File: src/rtl/lab2_pkg.sv
// Shared types and constants for the lab2 self-test sweeper and its golden model.
package lab2_pkg;

    typedef enum logic [1:0] {
        IDLE = 2'd0,
        RUN  = 2'd1,
        DONE = 2'd2
    } state_t;

    localparam int              VEC_W    = 3;
    localparam logic [VEC_W-1:0] LAST_VEC = 3'b111;
    localparam int              ERR_W    = 4;
    localparam int              HOLD_W   = 4;

endpackage

File: src/rtl/lab2_golden_xy.sv
// Reference behaviour of the combinational stage under test.
module lab2_golden_xy (
    input  logic a,
    input  logic b,
    input  logic c,
    output logic x_exp,
    output logic y_exp
);

    assign x_exp = ~(c ^ (a | b));
    assign y_exp = a & b;

endmodule

File: src/rtl/lab2_selftest.sv
// Exhaustive 3-input sweeper: drives every {a,b,c} vector into an external stage,
// compares its x/y returns against the golden model and keeps a mismatch summary.
module lab2_selftest
    import lab2_pkg::*;
#(
    parameter int unsigned SETTLE = 2
) (
    input  logic             clk,
    input  logic             rst,
    input  logic             start,
    input  logic             abort,
    input  logic             x,
    input  logic             y,
    output logic             a,
    output logic             b,
    output logic             c,
    output logic             busy,
    output logic             done,
    output logic             pass,
    output logic [ERR_W-1:0] err_count,
    output logic             fail_seen,
    output logic [VEC_W-1:0] first_fail
);

    generate
        if (SETTLE < 1 || SETTLE > 15) begin : gSettleCheck
            $error("lab2_selftest: SETTLE must be within 1..15");
        end
    endgenerate

    localparam logic [HOLD_W-1:0] HOLD_LAST = HOLD_W'(SETTLE - 1);

    state_t             state_q, state_d;
    logic [VEC_W-1:0]   vec_q, vec_d;
    logic [HOLD_W-1:0]  hold_q, hold_d;
    logic [ERR_W-1:0]   errCount_q, errCount_d;
    logic               failSeen_q, failSeen_d;
    logic [VEC_W-1:0]   firstFail_q, firstFail_d;

    logic xExp;
    logic yExp;
    logic mismatch;

    lab2_golden_xy uGolden (
        .a     (vec_q[2]),
        .b     (vec_q[1]),
        .c     (vec_q[0]),
        .x_exp (xExp),
        .y_exp (yExp)
    );

    assign mismatch = (x != xExp) || (y != yExp);

    always_comb begin
        state_d     = state_q;
        vec_d       = vec_q;
        hold_d      = hold_q;
        errCount_d  = errCount_q;
        failSeen_d  = failSeen_q;
        firstFail_d = firstFail_q;

        case (state_q)
            IDLE, DONE: begin
                // abort outranks start; otherwise a start launches a fresh sweep
                if (start && !abort) begin
                    state_d     = RUN;
                    vec_d       = '0;
                    hold_d      = '0;
                    errCount_d  = '0;
                    failSeen_d  = 1'b0;
                    firstFail_d = '0;
                end
            end
            RUN: begin
                if (abort) begin
                    state_d     = IDLE;
                    vec_d       = '0;
                    hold_d      = '0;
                    errCount_d  = '0;
                    failSeen_d  = 1'b0;
                    firstFail_d = '0;
                end else if (hold_q == HOLD_LAST) begin
                    if (mismatch) begin
                        errCount_d = errCount_q + 4'd1;
                        if (!failSeen_q) begin
                            failSeen_d  = 1'b1;
                            firstFail_d = vec_q;
                        end
                    end
                    hold_d = '0;
                    if (vec_q == LAST_VEC) begin
                        state_d = DONE;
                        vec_d   = '0;
                    end else begin
                        vec_d = vec_q + 3'd1;
                    end
                end else begin
                    hold_d = hold_q + 4'd1;
                end
            end
            default: begin
                state_d = IDLE;
                vec_d   = '0;
                hold_d  = '0;
            end
        endcase
    end

    always_ff @(posedge clk) begin
        if (rst) begin
            state_q     <= IDLE;
            vec_q       <= '0;
            hold_q      <= '0;
            errCount_q  <= '0;
            failSeen_q  <= 1'b0;
            firstFail_q <= '0;
        end else begin
            state_q     <= state_d;
            vec_q       <= vec_d;
            hold_q      <= hold_d;
            errCount_q  <= errCount_d;
            failSeen_q  <= failSeen_d;
            firstFail_q <= firstFail_d;
        end
    end

    assign a          = vec_q[2];
    assign b          = vec_q[1];
    assign c          = vec_q[0];
    assign busy       = (state_q == RUN);
    assign done       = (state_q == DONE);
    assign pass       = (state_q == DONE) && (errCount_q == '0);
    assign err_count  = errCount_q;
    assign fail_seen  = failSeen_q;
    assign first_fail = firstFail_q;

endmodule

File: config.mk
export PLATFORM = sky130hd
export DESIGN_NAME = lab2_selftest
export DESIGN_NICKNAME = d
export VERILOG_FILES = /design/src/rtl/lab2_pkg.sv /design/src/rtl/lab2_golden_xy.sv /design/src/rtl/lab2_selftest.sv
export SDC_FILE = /design/constraint.sdc
export NUM_CORES = 1
export LEC_CHECK = 0
export CORE_MARGIN = 2
export CORE_UTILIZATION = 44
export DETAILED_ROUTE_END_ITERATION = 16
export GPL_TIMING_DRIVEN = 1
export PLACE_DENSITY = 0.74
export SLEW_MARGIN = 20
export SYNTH_ARGS = -nofsm -noshare
export SYNTH_HDL_FRONTEND = slang
export SYNTH_SLANG_ARGS = --single-unit
File: constraint.sdc
create_clock -name clk -period 1.5 [get_ports clk]
set_input_delay 0.3 -clock clk [delete_from_list [all_inputs] [get_ports clk]]
set_output_delay 0.3 -clock clk [all_outputs]
set_load 0.01 [all_outputs]
==> results of run 1 <==
sequential cells by signal, indices dropped and copies added (netlist names):
register,flops
err_count,4
hold_q,4
vec_q,3
state_q,2
first_fail,3
fail_seen,1
per-stage QoR:
| step | TNS [ns] | util, % | power, mW |
|---|---|---|---|
| after floorplan | -0.00813 | - | 0.527 |
| after global placement | -4.62 | 67.0 | 0.581 |
| after detailed placement | -5.10 | 67.0 | 0.583 |
| after CTS | -0.228 | 71.3 | 0.833 |
| after global routing | -0.925 | 73.9 | 0.881 |
| final | -0.307 | 73.9 | 0.848 |
critical path, cell delays in order (launching register included):
cell and delay (ns):
dfxtp_1 0.33, inv_1 0.05, ha_1 0.17, and2_2 0.20
nand3b_1 0.10, o21ai_2 0.21, nor2_4 0.07, a211o_1 0.31
logic make-up (layout without fill, tap and decap cells):
logic type               Yosys count  after routing  share of synthesized area [%]
AND/OR/NAND/NOR                   44             44                           29.3
XOR/XNOR                           3              3                           2.83
AO/OA/AOI/OAI                     25             25                           19.0
buffers and inverters              6             52                           2.96
adder cells (fa/ha/maj)            6              6                           8.08
multiplexers                       1              1                           1.21
flip-flops                        17             17                           36.6
routing by layer:
layer | GRT usage, % | up-vias | wire [um]
li1 | - | 457 | -
met1 | 23.5 | 457 | 1100
met2 | 37.3 | 17 | 1260
met3 | 3.94 | 4 | 53
met4 | 7.87 | 0 | 41
met5 | 0 | - | 0
Yosys cell counts (all sizes together):
cell type   n  share of area, %
o21a        1              0.81
mux2        1               1.2
xor2        1              0.94
nand2       6               2.4
and2        2               1.5
nand3       2               1.1
dfxtp      17                37
and3        2               1.5
or2         1              0.67
o2bb2ai     1              0.94
nor2b       2               1.3
nand2b      1              0.67
nor4        1               2.3
nand3b      1              0.81
o21ai       4               2.2
nor2       18               7.5
o41ai       1               1.8
nor3b       3               3.0
a211oi      1              0.81
nand4b      1              0.94
and2b       2               2.0
a211o       1              0.94
a21oi       8               4.3
ha          6               8.1
a21o        1              0.94
a22oi       3               2.4
inv         4               1.6
a22o        3               2.8
or4b        1               1.1
a32o        1               1.1
buf         2               1.3
nor4b       1               2.6
xnor2       2               1.9
worst paths after layout:
kind | start | to | slack [ns] | cells past startpoint
min reg2reg | state_q[1]$_SDFFE_PP0P_ | state_q[1]$_SDFFE_PP0P_ | 0.49 | 1
max reg2reg | hold_q[1]$_SDFFE_PP0N_ | err_count[3]$_SDFFE_PP0P_ | -0.07 | 7
min | state_q[1]$_SDFFE_PP0P_ | state_q[1]$_SDFFE_PP0P_ | 0.49 | 1
max | hold_q[1]$_SDFFE_PP0N_ | err_count[3]$_SDFFE_PP0P_ | -0.07 | 7
what timing repair did:
| action | CTS | global route |
|---|---|---|
| pin swaps | 12 | 5 |
| gates resized for setup | 28 | 14 |
| hold buffers | 0 | 0 |
| gates cloned | 0 | 0 |
| buffers inserted | 4 | 1 |
| setup endpoints to repair | 20 | 16 |
layout make-up:
class / instances / area share [%]
Inverter: 4 / 1.03
Sequential cell: 17 / 24.4
Tap cell: 27 / 2.31
Clock buffer: 4 / 1.79
Timing Repair Buffer: 44 / 26.2
Multi-Input combinational cell: 79 / 44.2
power groups by stage:
stage	Clock, mW	Combinational, mW	Sequential [mW]
6_report	0.252	0.144	0.452
3_3_place_gp	0	0.115	0.466
3_5_place_dp	0	0.117	0.466
4_1_cts	0.250	0.131	0.452
5_1_grt	0.275	0.154	0.452
2_1_floorplan	0	0.0599	0.467
==> metrics.md, run 1 <==
| Metric | Value |
|---|---|
| CTS tree | built |
| Clock Pin Slew Worst Setup and Hold Paths | 0.10 ns |
| Layout area overhead | 57.5% |
| TritonRoute pass-1 iters | 4 |
| Avg Inst Size Synth | 9.11 um^2 |
| Finish-stage setup viols | 7 |
| Clock Latency Late Sink | 0.30 ns |
| CORE AREA | 1980 um^2 |
| Max_slew headroom | 77.3% |
| Die area | 2500 um^2 |
| # port buffers | 19 |
| Max cap viols | 0 |
| Part of the power in combinational logic | 17.0% |
| Clock Tree Root | clkbuf_4 |
| Die Wd | 50.0 um |
| Initial antenna violation count | 0 |
| CP Max Fanout | 4 |
| Clock Skews | 0.00810 ns |
| CP Capture Type | flip-flop |
| Pin count of the biggest net entering global routing | 14 |
| Starting Density | 46.9% |
| Setup WS post-layout | -0.0673 ns |
| GRT Overall Usage | 20.6% |
| Vias | 935 |
| Actual slew at the worst max-slew pin | 0.339 ns |
| Pre-CTS setup slack | -0.533 ns |
| Period utilization | 104% |
| Net Count, Synth | 114 |
| 1st-iter DRT viols | 18 |
| H-tree depth | 1 |
| FF+latch count, synth | 17 |
| First-pass GRT wire length | 3930 um |
| Final min period | 1.57 ns |
| Unrepaired setup endpoints after global routing | yes |
| Post-Place Cells | 166 |
| Pwr Density | 579 nW/um^2 |
| I/O pins | 20 |
| Max VDD drop | 0.000683 V |
| Die Y | 50.0 um |
| Finished Cell Area | 1460 um^2 |
| Clk pwr share | 29.7% |
| WP data arrival | 1.76 ns |
| Fin. max-slew vios | 0 |
| DRC | 0 |
| Post-DP HPWL | 1650 um |
| Post-Syn Instances | 102 |
| Commonest non-fill, non-tap cell in the layout | buf_4 |
| Register share of total power | 53.2% |
| Maximum operating frequency | 638 MHz |
| Final ANT Viol Nets | 0 |
| Yosys synthesis warning count | 0 |
| Seq/Total Area, Yosys | 36.6% |
| Number of fill cells | 137 |
| Total grt overflow | 0 |
| Routability Congestion | 0.822 |
| Multi-input logic area | 647 um^2 |
| Crit path kind | reg -> reg |
| Syn Std Cell Area | 930 um^2 |
| Fin Hold WS | 0.487 ns |
| TritonCTS Buffers | 3 |
| Clock sink total | 17 |
| Status | finished, violations left |
| CP startpoint kind | flip-flop |
| Bufs on Longest Clock Path | 2 |
| Antenna diodes | 0 |
| Placed cell area | 1330 um^2 |
| Synth unique cells | 40 |
| Hold Path Class | reg -> reg |
| Most frequent cells in the layout | buf_4, nor2_1, dlygate4sd2_1, dfxtp_1, a21oi_1 |
| Layout cells sized above 1 | 41.9% |
| Final Hold Fails | 0 |
| Routed len/inst | 14.0 um |
| Vias in the first global route | 947 |
| # nets final | 161 |
| Sequential cell area | 358 um^2 |
| Final wirelength | 2450 um |
| Failing checks | negative setup slack |
| Pleak | 0.735 nW |
| Cell Int Power | 0.625 mW |
| Critical Path RT | 1.69 ns |
| Switching power of the nets | 0.224 mW |
| Rows | 16 |
| Final Non-Filler Cells | 175 |
| Switch share | 26.4% |
| Vias per cell | 5.34 |
Note: power is estimated with default switching activity, not from simulation.
==> run 2, diff against run 1 <==
Settings changed: ABC_AREA set to 1, CORE_UTILIZATION 44 to 40, PLACE_DENSITY 0.74 to 0.67.
==> run 2 against run 1 <==
Net effect: the run still ends with negative setup slack left; die area increased by 14%; critical path depth decreased by 2; cell count up 18%; combinational power is 61% higher; power increased by 15%; sequential share of layout area increased by 1.2 points.
==> metrics.md, run 2 <==
| Metric | Value |
|---|---|
| Status | finished, violations left |
| Failing checks | negative setup slack |
| Starting Density | 43.3% (-3.6 points) |
| Antenna diodes | 0 (unchanged) |
| Commonest non-fill, non-tap cell in the layout | nand2_1 |
| Pre-CTS setup slack | -0.236 ns (+0.297 ns) |
| Crit-path cells | inv_2 > ha_4 > nand2_2 > nor4_1 > buf_2 |
| Main area contributors after synthesis | dfxtp_1, nand2_1, inv_1, ha_1, nor2_1 |
| Vias in the first global route | 946 (-0.11%) |
| Layout cells sized above 1 | 25.3% (-17 points) |
| Maximum operating frequency | 651 MHz (+2.0%) |
| CORE AREA | 2250 um^2 (+14%) |
| GRT Overall Usage | 17.8% (-2.8 points) |
| Post-Syn Instances | 140 (+37%) |
| WP data arrival | 1.24 ns (-0.52 ns) |
| Most numerous cell in the Yosys netlist | nand2_1 |
| Stages on the worst setup path | 5 (-2) |
| Number of fill cells | 221 (+61%) |
| Post-Place Cells | 200 (+20%) |
| CP peak stage delay | 0.34 ns (about the same) |
| Pin count of the biggest net entering global routing | 10 (-4) |
| Synth area leader | dfxtp_1 |
| Yosys synthesis warning count | 0 (unchanged) |
| Final Hold Fails | 0 (unchanged) |
| RR Startpoint | hold_q[1]$_SDFFE_PP0N_ |
| Clock sink total | 17 (unchanged) |
| Buf/Inv on CP | 2 (+1) |
| Die area | 2850 um^2 (+14%) |
| Net Count, Synth | 152 (+33%) |
| Crit path launch | err_count[1]$_SDFFE_PP0P_ |
| Total grt overflow | 0 (unchanged) |
| Vias | 963 (+3.0%) |
| Multi-input logic area | 569 um^2 (-12%) |
| Bufs on Longest Clock Path | 2 (unchanged) |
| TritonCTS Buffers | 3 (unchanged) |
| Seq/Total Area, Yosys | 34.9% (-1.7 points) |
| Vias per cell | 4.67 (-13%) |
| Unrepaired setup endpoints after global routing | yes |
| Routability Congestion | 0.790 (-3.9%) |
| Number of synthesized flops with an enable pin | 0 (unchanged) |
| Max_slew headroom | 80.6% (+3.3 points) |
| Finished Cell Area | 1360 um^2 (-7.1%) |
| Reg-to-Reg End | state_q[0]$_SDFFE_PP0P_ |
| Synth unique cells | 23 (-43%) |
| Final Non-Filler Cells | 206 (+18%) |
| Post-DP HPWL | 1610 um (-2.5%) |
| Clock Skews | 0.00258 ns (-0.00551 ns) |
| CTS Hold Buffers Added | 0 (unchanged) |
| TritonRoute pass-1 iters | 3 (-1) |
| Hold Startpoint | fail_seen$_SDFFE_PP0P_ |
| Most instantiated cells after synthesis | nand2_1, inv_1, nor2_1 |
| 1st-iter DRT viols | 12 (-6) |
| Synth top area share | 34.9% (-1.7 points) |
| I/O pins | 20 (unchanged) |
| # port buffers | 19 (unchanged) |
| Pwr Density | 718 nW/um^2 (+24%) |
| Worst Reg-to-Reg Cells | 9 (+2) |
| CP max stage cell | dfxtp_2 |
| Finish-stage setup viols | 1 (-6) |
| Ys async rst share | 0% (unchanged) |
| Sequential cell area | 349 um^2 (-2.4%) |
| Clock Latency Late Sink | 0.30 ns (about the same) |
| DRC | 0 (unchanged) |
| Fin. max-slew vios | 0 (unchanged) |
| CP Capture Type | primary output |
| Initial antenna violation count | 0 (unchanged) |
| FF+latch count, synth | 17 (unchanged) |
| Die Wd | 53.4 um (+6.9%) |
| Actual slew at the worst max-slew pin | 0.287 ns (-0.0513 ns) |
| Final wirelength | 2160 um (-12%) |
| Layout area overhead | 39.4% |
| Post-layout util | 60.3% (-14 points) |
| Hold Path Class | reg -> reg |
| Routed len/inst | 10.5 um (-25%) |
| Clock Pin Slew Worst Setup and Hold Paths | 0.10 ns (about the same) |
| Avg Inst Size Synth | 6.97 um^2 (-24%) |
| H-tree depth | 1 (unchanged) |
| Rows | 17 (+1) |
| CP startpoint kind | flip-flop |
| Final min period | 1.54 ns (-0.0309 ns) |
| Pleak | 0.725 nW (-1.3%) |
| Final ANT Viol Nets | 0 (unchanged) |
| Setup WS post-layout | -0.0364 ns (+0.0309 ns) |
| Die Y | 53.4 um (+6.9%) |
| First-pass GRT wire length | 3700 um (-5.8%) |
| Critical Path RT | 1.20 ns (-0.49 ns) |
| Final setup TNS | -0.0364 ns (+0.270 ns) |
| R2R Setup Slk | 0.12 ns (+0.19 ns) |
| Crit path kind | reg -> out |
| Max cap viols | 0 (unchanged) |
| # nets final | 191 (+19%) |
| CP Max Fanout | 2 (-2) |
| Period utilization | 102% (-2.1 points) |
| Predominant post-synthesis flop cell | dfxtp_1 |
| Most frequent cells in the layout | nand2_1, inv_1, nor2_1, buf_4, dfxtp_1 |
| Placed cell area | 1300 um^2 (-2.2%) |
| Max VDD drop | 0.000424 V (-38%) |
| CTS tree | built |
| Setup crit end | pass |
| Clock Tree Root | clkbuf_4 |
| Delay-heaviest family, CP | flip-flops |
| Syn Std Cell Area | 976 um^2 (+5.0%) |
[run 2: worst min-delay path: cells and delay by family (launching register included)]
kind,cells,cell delay [ns]
compound gates,1,0.05
flops,1,0.34
simple gates,1,0.07
[run 2: metrics by stage]
| stage | hold slack (ns) | total power, mW |
|---|---|---|
| 2_1_floorplan | 0.369 | 0.627 |
| 5_1_grt | 0.526 | 1.03 |
| 3_3_place_gp | 0.473 | 0.725 |
| 6_report | 0.498 | 0.976 |
| 3_5_place_dp | 0.483 | 0.730 |
| 4_1_cts | 0.493 | 0.977 |
[run 2: where the power goes]
part	internal [mW]	leakage (nW)	switching [mW]
combinational	0.102	0.569	0.130
clock	0.104	0.0150	0.153
sequential	0.474	0.142	0.0138
total	0.679	0.725	0.297
[run 2: worst min path at each step]
stage                     slack, ns                   endpoint  depth (start not counted)
after floorplan                0.37  err_count[1]$_SDFFE_PP0P_                          1
after global placement         0.47     fail_seen$_SDFFE_PP0P_                          2
after detailed placement       0.48     fail_seen$_SDFFE_PP0P_                          2
after CTS                      0.49     fail_seen$_SDFFE_PP0P_                          2
after global routing           0.53     fail_seen$_SDFFE_PP0P_                          2
final                          0.50     fail_seen$_SDFFE_PP0P_                          2
[run 2: layout make-up]
cell class,count,share of cell area [%]
Tap cell,28,2.58
Inverter,26,7.18
Timing Repair Buffer,33,20.8
Sequential cell,17,25.7
Clock buffer,4,1.93
Multi-Input combinational cell,98,41.9
[run 2: kinds of logic after synthesis]
family | count (synthesis) | synth area share [%]
compound gates | 14 | 8.59
xor+xnor | 3 | 2.69
simple gates | 74 | 36.2
flops | 17 | 34.9
fa+ha+maj | 6 | 7.69
buf+inv | 26 | 10.0
[run 2: repair_timing]
| action | in CTS | in global routing |
|---|---|---|
| buffers inserted | 0 | 1 |
| resized for setup | 19 | 17 |
| pin swaps | 0 | 5 |
| endpoints found under the setup margin | 11 | 16 |
| cloned | 0 | 1 |
[run 2: metal layers]
layer	vias to the layer above	global-route usage [%]	share of wire [%]
met2	17	30.5	46
met5	-	0	0
met1	424	20.3	48
met3	4	3.39	4.2
li1	518	-	-
met4	0	10.3	1.7
